$ cat src/rtl/risc_mem_arbiter_if.sv
// Wishbone classic slave bundle between the Caravel wrapper and the
// RISC memory arbiter. Signal names keep the wrapper's wbs_* spelling.
interface risc_mem_arbiter_if;
    logic        wbs_cyc_i;
    logic        wbs_stb_i;
    logic        wbs_we_i;
    logic [3:0]  wbs_sel_i;
    logic [31:0] wbs_adr_i;
    logic [31:0] wbs_dat_i;
    logic        wbs_ack_o;
    logic [31:0] wbs_dat_o;

    modport master (
        output wbs_cyc_i, wbs_stb_i, wbs_we_i, wbs_sel_i, wbs_adr_i, wbs_dat_i,
        input  wbs_ack_o, wbs_dat_o
    );

    modport slave (
        input  wbs_cyc_i, wbs_stb_i, wbs_we_i, wbs_sel_i, wbs_adr_i, wbs_dat_i,
        output wbs_ack_o, wbs_dat_o
    );
endinterface

$ cat src/rtl/risc_mem_arbiter.sv
// risc_mem_arbiter: shares the RISC core's single-port 16-bit memory between
// the Caravel Wishbone slave port and the core's own memory port, and holds
// the core halted after reset until firmware clears CTRL.HALT.
// Build option: define RISC_MEM_ARB_CPU_PRIO_EN for fixed CPU priority;
// left undefined, ties in IDLE are resolved round-robin.
module risc_mem_arbiter #(
    parameter int unsigned ADDR_W    = 8,
    parameter logic [31:0] BASE_ADDR = 32'h3000_0000
) (
    input  logic              wb_clk_i,
    input  logic              wb_rst_n,
    risc_mem_arbiter_if.slave wbs,
    input  logic              cpu_req_i,
    input  logic              cpu_we_i,
    input  logic [ADDR_W-1:0] cpu_addr_i,
    input  logic [15:0]       cpu_wdata_i,
    output logic              cpu_gnt_o,
    output logic              cpu_rvalid_o,
    output logic [15:0]       cpu_rdata_o,
    output logic              cpu_halt_o,
    output logic              mem_en_o,
    output logic              mem_we_o,
    output logic [ADDR_W-1:0] mem_addr_o,
    output logic [15:0]       mem_wdata_o,
    input  logic [15:0]       mem_rdata_i
);

    localparam logic [1:0] ST_IDLE    = 2'd0;
    localparam logic [1:0] ST_WB_WAIT = 2'd1;
    localparam logic [1:0] ST_WB_ACK  = 2'd2;

    logic [1:0]  state_q, state_d;
    logic        halt_q, halt_d;
    logic        ack_q, ack_d;
    logic [31:0] dat_q, dat_d;
    logic        rvalid_q, rvalid_d;
    logic        ctrl_q, ctrl_d;
    logic        ctrl_wr_q, ctrl_wr_d;
    logic        ctrl_val_q, ctrl_val_d;

    logic wb_hit;
    logic wb_is_ctrl;
    logic cpu_ok;
    logic idle;
    logic wb_pick;
    logic cpu_pick;

    assign wb_hit     = wbs.wbs_cyc_i & wbs.wbs_stb_i &
                        (wbs.wbs_adr_i[31:24] == BASE_ADDR[31:24]);
    assign wb_is_ctrl = wbs.wbs_adr_i[ADDR_W+2];
    assign cpu_ok     = cpu_req_i & ~halt_q;
    // Gating with reset keeps the memory quiet while reset is held.
    assign idle       = (state_q == ST_IDLE) & wb_rst_n;

`ifdef RISC_MEM_ARB_CPU_PRIO_EN
    assign wb_pick = idle & wb_hit & ~cpu_ok;
`else
    logic last_wb_q, last_wb_d;

    assign wb_pick = idle & wb_hit & (~cpu_ok | ~last_wb_q);

    // Remember who was served last so a tie goes to the other requester.
    always_comb begin
        last_wb_d = last_wb_q;
        if (wb_pick) begin
            last_wb_d = 1'b1;
        end else if (cpu_pick) begin
            last_wb_d = 1'b0;
        end
    end

    // Round-robin flag register; resets to "CPU served last".
    always_ff @(posedge wb_clk_i or negedge wb_rst_n) begin
        if (!wb_rst_n) begin
            last_wb_q <= 1'b0;
        end else begin
            last_wb_q <= last_wb_d;
        end
    end
`endif

    assign cpu_pick = idle & cpu_ok & ~wb_pick;

    // Wishbone transfer sequencing and CTRL register next-state.
    always_comb begin
        state_d    = state_q;
        ack_d      = 1'b0;
        dat_d      = dat_q;
        halt_d     = halt_q;
        ctrl_d     = ctrl_q;
        ctrl_wr_d  = ctrl_wr_q;
        ctrl_val_d = ctrl_val_q;
        case (state_q)
            ST_IDLE: begin
                if (wb_pick) begin
                    state_d    = ST_WB_WAIT;
                    ctrl_d     = wb_is_ctrl;
                    ctrl_wr_d  = wb_is_ctrl & wbs.wbs_we_i & wbs.wbs_sel_i[0];
                    ctrl_val_d = wbs.wbs_dat_i[0];
                end
            end
            ST_WB_WAIT: begin
                if (!wbs.wbs_cyc_i) begin
                    state_d = ST_IDLE;
                end else begin
                    state_d = ST_WB_ACK;
                    ack_d   = 1'b1;
                    dat_d   = ctrl_q ? {31'h0, halt_q} : {16'h0, mem_rdata_i};
                end
            end
            ST_WB_ACK: begin
                state_d = ST_IDLE;
                // HALT changes only once the ack is actually delivered.
                if (wbs.wbs_cyc_i && ctrl_wr_q) begin
                    halt_d = ctrl_val_q;
                end
            end
            default: state_d = ST_IDLE;
        endcase
    end

    assign rvalid_d = cpu_pick & ~cpu_we_i;

    // State, CTRL and response registers.
    always_ff @(posedge wb_clk_i or negedge wb_rst_n) begin
        if (!wb_rst_n) begin
            state_q    <= ST_IDLE;
            halt_q     <= 1'b1;
            ack_q      <= 1'b0;
            dat_q      <= '0;
            rvalid_q   <= 1'b0;
            ctrl_q     <= 1'b0;
            ctrl_wr_q  <= 1'b0;
            ctrl_val_q <= 1'b0;
        end else begin
            state_q    <= state_d;
            halt_q     <= halt_d;
            ack_q      <= ack_d;
            dat_q      <= dat_d;
            rvalid_q   <= rvalid_d;
            ctrl_q     <= ctrl_d;
            ctrl_wr_q  <= ctrl_wr_d;
            ctrl_val_q <= ctrl_val_d;
        end
    end

    // Memory port mux: the granted requester drives the macro directly.
    always_comb begin
        mem_en_o    = 1'b0;
        mem_we_o    = 1'b0;
        mem_addr_o  = '0;
        mem_wdata_o = '0;
        if (wb_pick) begin
            mem_en_o    = ~wb_is_ctrl;
            mem_we_o    = ~wb_is_ctrl & wbs.wbs_we_i & (&wbs.wbs_sel_i[1:0]);
            mem_addr_o  = wbs.wbs_adr_i[ADDR_W+1:2];
            mem_wdata_o = wbs.wbs_dat_i[15:0];
        end else if (cpu_pick) begin
            mem_en_o    = 1'b1;
            mem_we_o    = cpu_we_i;
            mem_addr_o  = cpu_addr_i;
            mem_wdata_o = cpu_wdata_i;
        end
    end

    // Dropping cyc during the ack cycle suppresses the ack.
    assign wbs.wbs_ack_o = ack_q & wbs.wbs_cyc_i;
    assign wbs.wbs_dat_o = dat_q;
    assign cpu_gnt_o     = cpu_pick;
    assign cpu_rvalid_o  = rvalid_q;
    assign cpu_rdata_o   = rvalid_q ? mem_rdata_i : '0;
    assign cpu_halt_o    = halt_q;

    logic unused_wb_bits;
    assign unused_wb_bits = ^{wbs.wbs_sel_i[3:2], wbs.wbs_dat_i[31:16],
                              wbs.wbs_adr_i[23:ADDR_W+3], wbs.wbs_adr_i[1:0]};

endmodule

$ cat src/flat_wrapper.sv
// flat-port wrapper written by rule: the top's interface ports become plain ports
module risc_mem_arbiter_flat 
#(
    parameter int unsigned ADDR_W    = 8,
    parameter logic [31:0] BASE_ADDR = 32'h3000_0000
)
  (wb_clk_i, wb_rst_n, cpu_req_i, cpu_we_i, cpu_addr_i, cpu_wdata_i, cpu_gnt_o, cpu_rvalid_o, cpu_rdata_o, cpu_halt_o, mem_en_o, mem_we_o, mem_addr_o, mem_wdata_o, mem_rdata_i, wbs_wbs_cyc_i, wbs_wbs_stb_i, wbs_wbs_we_i, wbs_wbs_sel_i, wbs_wbs_adr_i, wbs_wbs_dat_i, wbs_wbs_ack_o, wbs_wbs_dat_o);
  risc_mem_arbiter_if wbs_i ();
  input  logic wb_clk_i;
  input  logic wb_rst_n;
  input  logic cpu_req_i;
  input  logic cpu_we_i;
  input  logic [ADDR_W-1:0] cpu_addr_i;
  input  logic [15:0] cpu_wdata_i;
  output logic cpu_gnt_o;
  output logic cpu_rvalid_o;
  output logic [15:0] cpu_rdata_o;
  output logic cpu_halt_o;
  output logic mem_en_o;
  output logic mem_we_o;
  output logic [ADDR_W-1:0] mem_addr_o;
  output logic [15:0] mem_wdata_o;
  input  logic [15:0] mem_rdata_i;
  input wire logic [$bits(wbs_i.wbs_cyc_i)-1:0] wbs_wbs_cyc_i;
  input wire logic [$bits(wbs_i.wbs_stb_i)-1:0] wbs_wbs_stb_i;
  input wire logic [$bits(wbs_i.wbs_we_i)-1:0] wbs_wbs_we_i;
  input wire logic [$bits(wbs_i.wbs_sel_i)-1:0] wbs_wbs_sel_i;
  input wire logic [$bits(wbs_i.wbs_adr_i)-1:0] wbs_wbs_adr_i;
  input wire logic [$bits(wbs_i.wbs_dat_i)-1:0] wbs_wbs_dat_i;
  output wire logic [$bits(wbs_i.wbs_ack_o)-1:0] wbs_wbs_ack_o;
  output wire logic [$bits(wbs_i.wbs_dat_o)-1:0] wbs_wbs_dat_o;
  assign wbs_i.wbs_cyc_i = wbs_wbs_cyc_i;
  assign wbs_i.wbs_stb_i = wbs_wbs_stb_i;
  assign wbs_i.wbs_we_i = wbs_wbs_we_i;
  assign wbs_i.wbs_sel_i = wbs_wbs_sel_i;
  assign wbs_i.wbs_adr_i = wbs_wbs_adr_i;
  assign wbs_i.wbs_dat_i = wbs_wbs_dat_i;
  assign wbs_wbs_ack_o = wbs_i.wbs_ack_o;
  assign wbs_wbs_dat_o = wbs_i.wbs_dat_o;
  risc_mem_arbiter #(.ADDR_W(ADDR_W), .BASE_ADDR(BASE_ADDR)) u_core (.wb_clk_i(wb_clk_i), .wb_rst_n(wb_rst_n), .wbs(wbs_i), .cpu_req_i(cpu_req_i), .cpu_we_i(cpu_we_i), .cpu_addr_i(cpu_addr_i), .cpu_wdata_i(cpu_wdata_i), .cpu_gnt_o(cpu_gnt_o), .cpu_rvalid_o(cpu_rvalid_o), .cpu_rdata_o(cpu_rdata_o), .cpu_halt_o(cpu_halt_o), .mem_en_o(mem_en_o), .mem_we_o(mem_we_o), .mem_addr_o(mem_addr_o), .mem_wdata_o(mem_wdata_o), .mem_rdata_i(mem_rdata_i));
endmodule
$ cat config.mk
export PLATFORM = sky130hd
export DESIGN_NAME = risc_mem_arbiter_flat
export DESIGN_NICKNAME = d
export VERILOG_FILES = /design/src/rtl/risc_mem_arbiter_if.sv /design/src/rtl/risc_mem_arbiter.sv /design/src/flat_wrapper.sv
export SDC_FILE = /design/constraint.sdc
export NUM_CORES = 1
export LEC_CHECK = 0
export ABC_AREA = 1
export CAP_MARGIN = 5
export CORE_MARGIN = 10
export CORE_UTILIZATION = 31
export CTS_CLUSTER_SIZE = 28
export DETAILED_ROUTE_END_ITERATION = 10
export PLACE_DENSITY = 0.87
export REMOVE_ABC_BUFFERS = 1
export SYNTH_ARGS = -nofsm -noshare
export SYNTH_HDL_FRONTEND = slang
export SYNTH_SLANG_ARGS = --single-unit
$ cat constraint.sdc
create_clock -name wb_clk_i -period 3 [get_ports wb_clk_i]
set_input_delay 0.3 -clock wb_clk_i [delete_from_list [all_inputs] [get_ports wb_clk_i]]
set_output_delay 0.3 -clock wb_clk_i [all_outputs]
set_load 0.05 [all_outputs]
# After elaboration in Yosys (flattened, before gate mapping)

Cells that the tools add are included.

Bits in registers: 41
Latch bits: 0
Bits in writable memories: 0
ROM bits: 0
Input port bits: 115
Output and inout port bits: 78
Word-level logic and storage cells: 58
Memories kept: 0

Add/sub/neg operators: 0
Multipliers: 0
Divide/modulo/power cells: 0
Order comparisons: 0
Eq/ne operators: 4
Shift-type cells: 0
Mux-type cells: 17
Bitwise logic cells: 21
Reductions and logical operators: 7

Operators with widths:

| kind                                                            | count |
|---|---|
| 16-bit two-way mux                                              | 4 |
| 8-bit two-way mux                                               | 2 |
| 1-bit bitwise AND                                               | 14 |
| 8-bit by 6-bit == test with 1-bit output, second input constant | 1 |
| 1-bit two-way mux                                               | 8 |
| 2-bit AND reduction                                             | 4 |
| 1-bit NOT                                                       | 6 |
| 2-bit two-way mux                                               | 2 |
| 2-bit one-hot mux with 2 select lines                           | 1 |
| 2-bit by 1-bit == test with 1-bit output, second input constant | 1 |
| 2-bit == test, second input constant                            | 1 |
| 2-bit logical NOT                                               | 1 |
| 2-bit by 1-bit != test with 1-bit output, second input constant | 1 |
| 2-bit nonzero test                                              | 1 |
| 1-bit logical AND                                               | 1 |
| 1-bit OR                                                        | 1 |

# Depth between registers and ports, before layout

Depth in word-level cells: 9
Mapped depth: 8
Mapped depth without buffers: 7

# Worst setup path after synthesis

Ideal clock, no wire load.

Path type: reg-to-output
Start point: register u_core.halt_q, in the netlist u_core.cpu_halt_o
End point: output port mem_en_o
Data arrival time: 2.029 ns
Data required time: 2.700 ns
Path slack: 0.671 ns
Cell stages (with the launch flop): 8
Buffers on the path: 1
Cells stage by stage: dfstp_2 -> inv_1 -> nand2_1 -> nor2_4 -> nor2_8 -> nand2_2 -> buf_6 -> o21ai_1

Cells in the longest elaborated chain, start to end: 9
Elaborated cells on any way between the ends: 10
Classes of those cells: mux: 2; bitwise: 8

RTL lines:

| element                | RTL line                | RTL |
|---|---|---|
| start, declared        | risc_mem_arbiter.sv:33  | `logic halt_q, halt_d;` |
| start signal, assigned | risc_mem_arbiter.sv:137 | `halt_q <= halt_d;` |
| 1-bit NOT (*)          | risc_mem_arbiter.sv:51  | `assign cpu_ok = cpu_req_i & ~halt_q;` |
| 1-bit bitwise AND (*)  | risc_mem_arbiter.sv:51  |  |
| 1-bit NOT              | risc_mem_arbiter.sv:60  | `assign wb_pick = idle & wb_hit & (~cpu_ok \| ~last_wb_q);` |
| 1-bit OR               | risc_mem_arbiter.sv:60  |  |
| 1-bit bitwise AND      | risc_mem_arbiter.sv:60  |  |
| 1-bit NOT              | risc_mem_arbiter.sv:82  | `assign cpu_pick = idle & cpu_ok & ~wb_pick;` |
| 1-bit bitwise AND      | risc_mem_arbiter.sv:82  |  |
| 1-bit two-way mux      | risc_mem_arbiter.sv:158 | `end else if (cpu_pick) begin` |
| 1-bit two-way mux (*)  | risc_mem_arbiter.sv:153 | `if (wb_pick) begin` |
| end, declared          | flat_wrapper.sv:19      | `output logic mem_en_o;` |

Every way passes the cells marked *; elsewhere a longest branch is shown, timed or not.

# Worst setup path after layout

Start point: input port wbs_wbs_cyc_i
End point: output port mem_en_o

Cells in the longest elaborated chain, start to end: 8

RTL lines:

| element                            | RTL line                | RTL |
|---|---|---|
| start, declared                    | flat_wrapper.sv:24      | `input wire logic [$bits(wbs_i.wbs_cyc_i)-1:0] wbs_wbs_cyc_i;` |
| 1-bit bitwise AND (*) (2 in a row) | risc_mem_arbiter.sv:48  | `assign wb_hit = wbs.wbs_cyc_i & wbs.wbs_stb_i &` |
| 1-bit bitwise AND (*) (2 in a row) | risc_mem_arbiter.sv:60  |  |
| 1-bit NOT                          | risc_mem_arbiter.sv:82  |  |
| 1-bit bitwise AND                  | risc_mem_arbiter.sv:82  |  |
| 1-bit two-way mux                  | risc_mem_arbiter.sv:158 |  |
| 1-bit two-way mux (*)              | risc_mem_arbiter.sv:153 |  |

Marks and branches as above.

==> impl_metrics.yaml <==
cts:
  postCtsHoldBufs: 0
  cts_buffers: 3
  postCtsSetupBuffers: 0
  cts-root-buf: "clkbuf_8"
  cts_htree_levels: 1
  cts_resized: 0
  clk_pin_slew_ns: 0.08
  cts.sinks: 25
  clk_path_buf_depth: 2
  cts_tree: "yes"
  clock_latency_ns: 0.26
layout:
  utilization_pct: 57.2
  drive_gt1_share_pct: 11.8
  final_cell_mix: "clkdlybuf4s50_1 (116), nand2_1 (69), nand3_1 (65), buf_4 (31), inv_1 (27)"
  final_cells: 472
  final_common_cell: "clkdlybuf4s50_1"
  n_antenna_cell: 0
  nets: 516
  area_growth_pct: 76.4
synthesis:
  ys_seq_area_share_pct: 34.5
  synth_area_per_cell_sq_um: 6.86
  synthFlopType: "dfrtp_1"
  synthCells: 265
  synth_edf_count: 0
  async_reset_ff_share_pct: 100
  synth_top_cells_by_area: "dfrtp_1 (33%), nand3_1 (18%), nand2_1 (14%)"
  synthesis.area_sq_um: 1820
  ys_types: 23
  synth_top_area_cell: "dfrtp_1"
  ys_warn_count: 0
  synth_top_area_share_pct: 33.0
  ys_ff_latch: 25
critical_path:
  r2r_setup_slack_ns: 1.33
  r2r_end: "u_core.cpu_rvalid_o$_DFF_PN0_"
  cp_max_fo: 30
  r2r_start: "u_core.cpu_halt_o$_DFFE_PN1P_"
  cp_data_arrival_time_ns: 2.23
  start_kind: "input port"
  ff2ff_path_depth: 7
  critical_path_class: "in2out"
  cp.required_ns: 2.70
  endpoint_kind: "output pin"
detailed_routing:
  wl_per_cell_um: 15.5
  vias: 2254
  wirelength_um: 7320
  ant_nets: 0
  drt_iter0_markers: 51
  drtPass1Iterations: 4
  vias_per_cell: 4.78
  drcViolationCount: 0
floorplanning:
  die_x_um: 96.6
  rows: 27
  floorplan.initialDensity_pct: 32.4
  die_area_sq_um: 9330
  io_pins: 193
  core_sq_um: 5610
  chipHeight_um: 96.6
sta:
  worst_slew_pin_slew_ns: 0.622
  fmax_ghz: 0.395
  fin_crit_ns: 2.53
  tns_ns: 0
  rsz0062_at_grt: "no"
  hold_viol: 0
  setup_ws_ns: 0.466
  skew_ns: 0.00136
  period_share_pct: 84.5
  slew_headroom_pct: 58.4
  setup_viol: 0
  fin_hold_ws_ns: 0.494
  slew_viol_final: 0
flow_run:
  cap_violations: 0
power:
  p_comb_share_pct: 26.5
  powerDensity_nw_per_um2: 229
  max-vdd-ir-drop_mv: 0.135
  pwr-share-clk_pct: 27.1
  seq_power_share_pct: 46.4
  p_leak_nw: 1.69
  switching_power_uw: 197
  intPower_uw: 535
  power.share.switching_pct: 26.9
place:
  place_inst: 468
  hpwl_um: 6160
  place.port_buffers: 143
  pre_cts_slack_ns: 0.440
  place_congestion: 0.834
global_route:
  grt_pass1_vias: 2283
  track_usage_pct: 14.2
  grt_max_degree: 31
  grt_pass1_wl_um: 10800
  grt_overflow: 0
  antenna_found_initial: 0
hold_path:
  min_path_cells: 2
  hold_end: "u_core.ctrl_wr_q$_DFFE_PN0P_"
  hold_class: "reg2reg"
  hp-start: "u_core.ctrl_wr_q$_DFFE_PN0P_"
outcome:
  status: "completed"
## how the worst max path moves through the flow
stage / cells after the start / start / slack, ns / endpoint
CTS: 8 / wbs_wbs_cyc_i / 0.43 / mem_en_o
global placement: 8 / wbs_wbs_cyc_i / 0.45 / mem_en_o
finish: 8 / wbs_wbs_cyc_i / 0.47 / mem_en_o
detailed placement: 8 / wbs_wbs_cyc_i / 0.44 / mem_en_o
floorplan: 6 / u_core.cpu_halt_o$_DFFE_PN1P_ / 0.37 / mem_en_o
global route: 8 / wbs_wbs_cyc_i / 0.30 / mem_en_o
## sequential cells by signal, summed over array words and instances (netlist names)
signal	count
u_core.ack_q	1
u_core.cpu_halt_o	1
u_core.ctrl_q	1
u_core.wbs.wbs_dat_o	16
u_core.last_wb_q	1
u_core.cpu_rvalid_o	1
u_core.state_q	2
u_core.ctrl_val_q	1
u_core.ctrl_wr_q	1
## cell families after synthesis
group                  after synthesis  synth area share [%]
AND/OR/NAND/NOR                    160                  42.3
buffers and inverters               60                  17.7
flip-flops                          25                  34.5
AO/OA/AOI/OAI                       19                  5.30
other                                1                 0.206
## per-layer routing
metal / global-route usage (%) / wire [um]
met3: 8.25 / 1280
met5: 0 / 0
met1: 14.2 / 2630
met2: 25.2 / 3370
met4: 2.66 / 48
## worst max-delay path, stage by stage
cell and delay, ns:
clkdlybuf4s50_1 0.53, nand2_1 0.08, inv_2 0.05, nand3_2 0.10
nor2_4 0.23, nand2_2 0.39, o21ai_1 0.36, buf_12 0.18
## cell usage after synthesis (all sizes together) (5+ instances only)
master   n
buf     27
clkbuf   5
dfrtp   24
inv     28
nand2   72
nand3   66
nand4    5
nor2    16
o21ai   17
## power groups by stage
stage,registers (mW),logic [mW],clock network [mW]
floorplan,0.353,0.0593,0
CTS,0.340,0.194,0.202
global placement,0.347,0.192,0
global route,0.340,0.205,0.218
detailed placement,0.347,0.193,0
finish,0.340,0.194,0.198
## per-stage QoR
step | power (mW) | area (sq um)
finish | 0.733 | 3210
global route | 0.764 | 3210
CTS | 0.736 | 3210
detailed placement | 0.540 | 3160
global placement | 0.538 | 3160
floorplan | 0.412 | 1660
## layout make-up
class,instances,area [sq um]
fill,504,2400
multi-input combinational,195,926
clock buffer,4,45.0
sequential,25,627
inverter,28,105
tap,72,90.1
timing repair buffer,148,1410
Power figures use the tool's default switching activity.
